===== src/rtl/dmem_byte_sequencer.sv =====
// Byte-serialising sequencer and round-robin arbiter between the pipeline MEM
// stage (cpu) and the loader (ldr) in front of a byte-wide data memory.
// Each doubleword access becomes Beats little-endian byte beats.
module dmem_byte_sequencer #(
  parameter int unsigned ADDR_W = 8,
  parameter int unsigned DATA_W = 64
) (
  input  logic              clk,
  input  logic              reset,
  input  logic              cpu_req,
  input  logic              cpu_we,
  input  logic [63:0]       cpu_addr,
  input  logic [DATA_W-1:0] cpu_wdata,
  output logic [DATA_W-1:0] cpu_rdata,
  output logic              cpu_done,
  output logic              cpu_err,
  output logic              cpu_stall,
  input  logic              ldr_req,
  input  logic              ldr_we,
  input  logic [63:0]       ldr_addr,
  input  logic [DATA_W-1:0] ldr_wdata,
  output logic [DATA_W-1:0] ldr_rdata,
  output logic              ldr_done,
  output logic              ldr_err,
  output logic [ADDR_W-1:0] mem_addr,
  output logic [7:0]        mem_wdata,
  output logic              mem_we,
  output logic              mem_re,
  input  logic [7:0]        mem_rdata,
  output logic              busy
);

  localparam int unsigned Beats = DATA_W / 8;
  localparam int unsigned BeatW = $clog2(Beats);

  typedef enum logic [1:0] {StIdle, StXfer, StDone} state_e;

  state_e              state_q, state_d;
  logic                owner_q;  // 1 = ldr owns the current transaction
  logic                last_q;   // 1 = ldr was granted last
  logic                we_q;
  logic                err_q;
  logic [ADDR_W-1:0]   addr_q;
  logic [DATA_W-1:0]   wdata_q;
  logic [DATA_W-1:0]   asm_q, asm_d;
  logic [BeatW-1:0]    beat_q;
  logic [DATA_W-1:0]   cpu_rdata_q, ldr_rdata_q;

  logic                any_req;
  logic                gnt_ldr;
  logic                gnt_we;
  logic [63:0]         gnt_addr;
  logic [DATA_W-1:0]   gnt_wdata;
  logic                gnt_ok;
  logic                last_beat;

  // Arbitration and validity of the requester that would be granted now
  always_comb begin
    any_req   = cpu_req | ldr_req;
    gnt_ldr   = (cpu_req & ldr_req) ? ~last_q : ldr_req;
    gnt_we    = gnt_ldr ? ldr_we : cpu_we;
    gnt_addr  = gnt_ldr ? ldr_addr : cpu_addr;
    gnt_wdata = gnt_ldr ? ldr_wdata : cpu_wdata;
    gnt_ok    = (gnt_addr[BeatW-1:0] == '0) && (gnt_addr[63:ADDR_W] == '0);
    last_beat = (beat_q == BeatW'(Beats - 1));
    // Read assembly with the current beat's byte merged in
    asm_d                        = asm_q;
    asm_d[{beat_q, 3'b000} +: 8] = mem_rdata;
  end

  // State register
  always_ff @(posedge clk or posedge reset) begin
    if (reset) begin
      state_q <= StIdle;
    end else begin
      state_q <= state_d;
    end
  end

  // Next-state logic; rejected accesses skip the transfer entirely
  always_comb begin
    state_d = state_q;
    unique case (state_q)
      StIdle:  if (any_req) state_d = gnt_ok ? StXfer : StDone;
      StXfer:  if (last_beat) state_d = StDone;
      StDone:  state_d = StIdle;
      default: state_d = StIdle;
    endcase
  end

  // Grant latch, beat counter, read assembly and per-requester read data
  always_ff @(posedge clk or posedge reset) begin
    if (reset) begin
      owner_q     <= 1'b0;
      last_q      <= 1'b1;
      we_q        <= 1'b0;
      err_q       <= 1'b0;
      addr_q      <= '0;
      wdata_q     <= '0;
      asm_q       <= '0;
      beat_q      <= '0;
      cpu_rdata_q <= '0;
      ldr_rdata_q <= '0;
    end else if (state_q == StIdle) begin
      if (any_req) begin
        owner_q <= gnt_ldr;
        last_q  <= gnt_ldr;
        we_q    <= gnt_we;
        err_q   <= ~gnt_ok;
        addr_q  <= gnt_addr[ADDR_W-1:0];
        wdata_q <= gnt_wdata;
        beat_q  <= '0;
      end
    end else if (state_q == StXfer) begin
      beat_q <= beat_q + 1'b1;
      if (!we_q) begin
        asm_q <= asm_d;
        // Load the owner's result as we enter DONE so it is valid in that cycle
        if (last_beat) begin
          if (owner_q) ldr_rdata_q <= asm_d;
          else         cpu_rdata_q <= asm_d;
        end
      end
    end
  end

  // Memory strobes, completion pulses and status
  always_comb begin
    mem_addr  = '0;
    mem_wdata = '0;
    mem_we    = 1'b0;
    mem_re    = 1'b0;
    cpu_done  = 1'b0;
    cpu_err   = 1'b0;
    ldr_done  = 1'b0;
    ldr_err   = 1'b0;
    if (state_q == StXfer) begin
      mem_addr = addr_q + ADDR_W'(beat_q);
      mem_we   = we_q;
      mem_re   = ~we_q;
      if (we_q) mem_wdata = wdata_q[{beat_q, 3'b000} +: 8];
    end
    if (state_q == StDone) begin
      cpu_done = ~owner_q;
      cpu_err  = ~owner_q & err_q;
      ldr_done = owner_q;
      ldr_err  = owner_q & err_q;
    end
    busy      = (state_q != StIdle);
    cpu_stall = cpu_req & ~cpu_done;
    cpu_rdata = cpu_rdata_q;
    ldr_rdata = ldr_rdata_q;
  end

endmodule


===== config.mk =====
export PLATFORM = sky130hd
export DESIGN_NAME = dmem_byte_sequencer
export DESIGN_NICKNAME = d
export VERILOG_FILES = /design/src/rtl/dmem_byte_sequencer.sv
export SDC_FILE = /design/constraint.sdc
export NUM_CORES = 1
export LEC_CHECK = 0
export ABC_AREA = 0
export CAP_MARGIN = 0
export CORE_MARGIN = 5
export CORE_UTILIZATION = 40
export CTS_CLUSTER_DIAMETER = 30
export DETAILED_ROUTE_END_ITERATION = 8
export GPL_TIMING_DRIVEN = 0
export PLACE_DENSITY = 0.73
export SLEW_MARGIN = 30
export SYNTH_ARGS = -nofsm -noshare
export SYNTH_HDL_FRONTEND = slang
export SYNTH_SLANG_ARGS = --single-unit
export TNS_END_PERCENT = 100

===== constraint.sdc =====
create_clock -name clk -period 9.1 [get_ports clk]
set_input_delay 1.82 -clock clk [delete_from_list [all_inputs] [get_ports clk]]
set_output_delay 1.82 -clock clk [all_outputs]
set_load 0.005 [all_outputs]

==> run summary <==
Crit. End Element: output pin
Drt total wl: 44530 µm
Clock transition at path regs: 0.06 ns
RSZ-0062 raised after global routing: false
Crit path launch type: input pin
HP Class: register to register
Fraction of layout cells with a size suffix above 1: 0.1482
Register area share after synthesis: 0.5482
Reg2Reg Capture Point: asm_q[11]
H-tree depth: 2
Critical path fanouts, max: 5
Syn_area_per_cell: 11.05 µm²
Multi-input logic area: 5231 µm²
Synthesized flop and latch total: 273
CTS tree: done
RD Place Congestion: 0.8598
Pwr dens: 198.4 nW/µm²
Post-route DRC: 0
Critical path arrival: 3.10 ns
Register Area: 6833 µm²
Min-delay src: ldr_rdata[18]
Yosys warnings: 0
Max stage delay cell, worst path: clkdlybuf4s50_1
Mapped Area: 12460 µm²
Placed Area: 17420 µm²
Final design area excluding fillers: 19310 µm²
Worst flop-to-flop path startpoint: beat_q[1]
Fillers: 2430
Max Cap Violations: 0
Hold-fix buffers, CTS: 0
GRT Overall Usage: 0.2480
Fin nets: 1894
GRT Residual Overflow: 0
DRT iter0 DRCs: 659
Asr flop ratio synth: 1.000
Most common flop cell mapped by yosys: dfrtp_1
Site Rows: 64
Cts bufs inserted: 54
Critical Path RT: 7.28 ns
Pleak: 0.008190 µW
Initial core utilization: 0.4064
Syn Inst Count: 1128
Crit share post-route: 0.5412
Worst Path Buf+Inv: 2
P&R area growth vs syn: 54.91%
Clock skew: 0.02351 ns
Initial antenna violation count: 2
First-pass GRT wire length: 68710 µm
Post-synth net total: 1406
Worst Tran Pin Value: 0.8365 ns
DIE AREA: 34790 µm²
Antenna viol nets, final: 0
Total power: 3830 µW
Final hold violations: 0
Max VDD drop: 0.0001322 V
Vias/cell: 5.366
Total core area: 30670 µm²
Wire per inst: 21.64 µm
Commonest non-fill, non-tap cell in the layout: clkdlybuf4s50_1
Finish-stage setup viols: 0
Cell Chain, Critical Path: clkdlybuf4s50_1 -> nor2b_1 -> clkdlybuf4s50_1
Port buffer count: 421
Slew margin rel.: 0.4423
# IOs: 422
Outcome: complete, no violations
Final Max Tran Viols: 0
Die H: 186.5 µm
End of the worst hold path: ldr_rdata[18]
Fmax: 203.1 MHz
Post-CTS sizing: 0
Post-synth EDFFs: 0
Via count: 11040
Setup TNS Final: 0 ns
Setup Buffers After CTS: 0
Final min period: 4.924 ns
Worst Hold Depth: 2
Vias in the first global route: 11890
FF-to-FF path depth: 10
Top cell by count, worst path: clkdlybuf4s50_1
TritonRoute pass-1 iters: 4
DIE WIDTH: 186.5 µm
Family with the most delay on the worst path: buffers and inverters
Clock Latency Late Sink: 0.56 ns
Reg2Reg Setup Slack: 5.75 ns
Pin count of the biggest net entering global routing: 31
Clock buffer depth: 3
Crit Path Class: input pin to output pin
Most frequent cells in the layout: clkdlybuf4s50_1, dfrtp_1, a21oi_1
Root Driver: clkbuf_16
CTS sink cnt: 273
Post-DP HPWL: 34000 µm
Delay of the slowest critical-path stage: 0.60 ns
Netlist cell types: 47
[per-layer routing]
metal	part of all wire	track usage
met2	0.51	0.4331
met1	0.38	0.2962
met5	0	0
met4	0.036	0.08997
met3	0.073	0.06484
[cells in the mapped netlist (all sizes together) (3+ instances only)]
cell | n | area share
dfrtp | 272 | 0.55
a21oi | 153 | 0.061
nor2 | 153 | 0.048
mux2i | 137 | 0.11
nand2 | 90 | 0.027
o21ai | 68 | 0.027
mux2 | 64 | 0.060
buf | 51 | 0.023
nor4 | 29 | 0.015
clkbuf | 23 | 0.0069
mux4 | 16 | 0.030
ha | 7 | 0.0070
nand3 | 7 | 0.0036
nand4 | 7 | 0.0035
inv | 6 | 0.0018
or3 | 5 | 0.0025
and2 | 4 | 0.0020
nor3 | 4 | 0.0025
and4 | 3 | 0.0021
nand2b | 3 | 0.0015
nor2b | 3 | 0.0015
nor3b | 3 | 0.0018
xnor2 | 3 | 0.0021
[cell type report]
class,count,share of cell area
Clock inverter,43,0.02586
Inverter,7,0.001555
Sequential cell,273,0.3539
Timing Repair Buffer,432,0.2308
Antenna cell,2,0.0002592
Tap cell,396,0.02566
Buffer,74,0.01938
Multi-Input combinational cell,774,0.2709
Clock buffer,57,0.07167
[how the worst max path moves through the flow]
stage	cells past startpoint	startpoint	slack [ns]	end
after floorplan	1	reset	3.67	addr_q[0]
after global placement	2	reset	1.76	wdata_q[19]
after detailed placement	3	cpu_req	4.21	cpu_stall
after CTS	3	cpu_req	4.19	cpu_stall
after global routing	3	cpu_req	4.10	cpu_stall
final	3	cpu_req	4.18	cpu_stall
[sequential cells by signal, indices dropped and copies added, names as in the netlist]
name	count
cpu_rdata	64
last_q	1
wdata_q	64
owner_q	1
asm_q	64
beat_q	3
addr_q	8
err_q	1
state_q	2
we_q	1
ldr_rdata	64
[logic make-up after synthesis]
logic type | after synthesis | share of synthesized area
AND/OR/NAND/NOR | 315 | 0.1133
flip-flops | 273 | 0.5482
AO/OA/AOI/OAI | 230 | 0.09456
multiplexers | 217 | 0.2004
buffers and inverters | 81 | 0.03212
adder cells (fa/ha/maj) | 8 | 0.008633
XOR/XNOR | 4 | 0.002811
[metrics by stage]
stage               setup WS (ns)  instances  hold slack (ns)  utilization
floorplan                   3.671       1128           0.4733            -
global placement            1.760       1945           0.4616       0.5601
detailed placement          4.209       1956           0.4696       0.5680
CTS                         4.195       2056           0.4797       0.6294
global route                4.104       2057           0.5105       0.6295
finish                      4.176       2058           0.4762       0.6296
[tightest hold or removal path, delay by kind of cell (launching register included)]
kind / cells / cell delay [ns]
flip-flops: 1 / 0.34
AO/OA/AOI/OAI: 1 / 0.06
AND/OR/NAND/NOR: 1 / 0.04
[report_power, final]
group          switching, µW  total [µW]  internal [µW]
clock network            707        2000           1290
registers               61.6        1370           1310
logic                    212         455            243
total                    981        3830           2850
No activity file was read; power rests on OpenSTA's default activity.
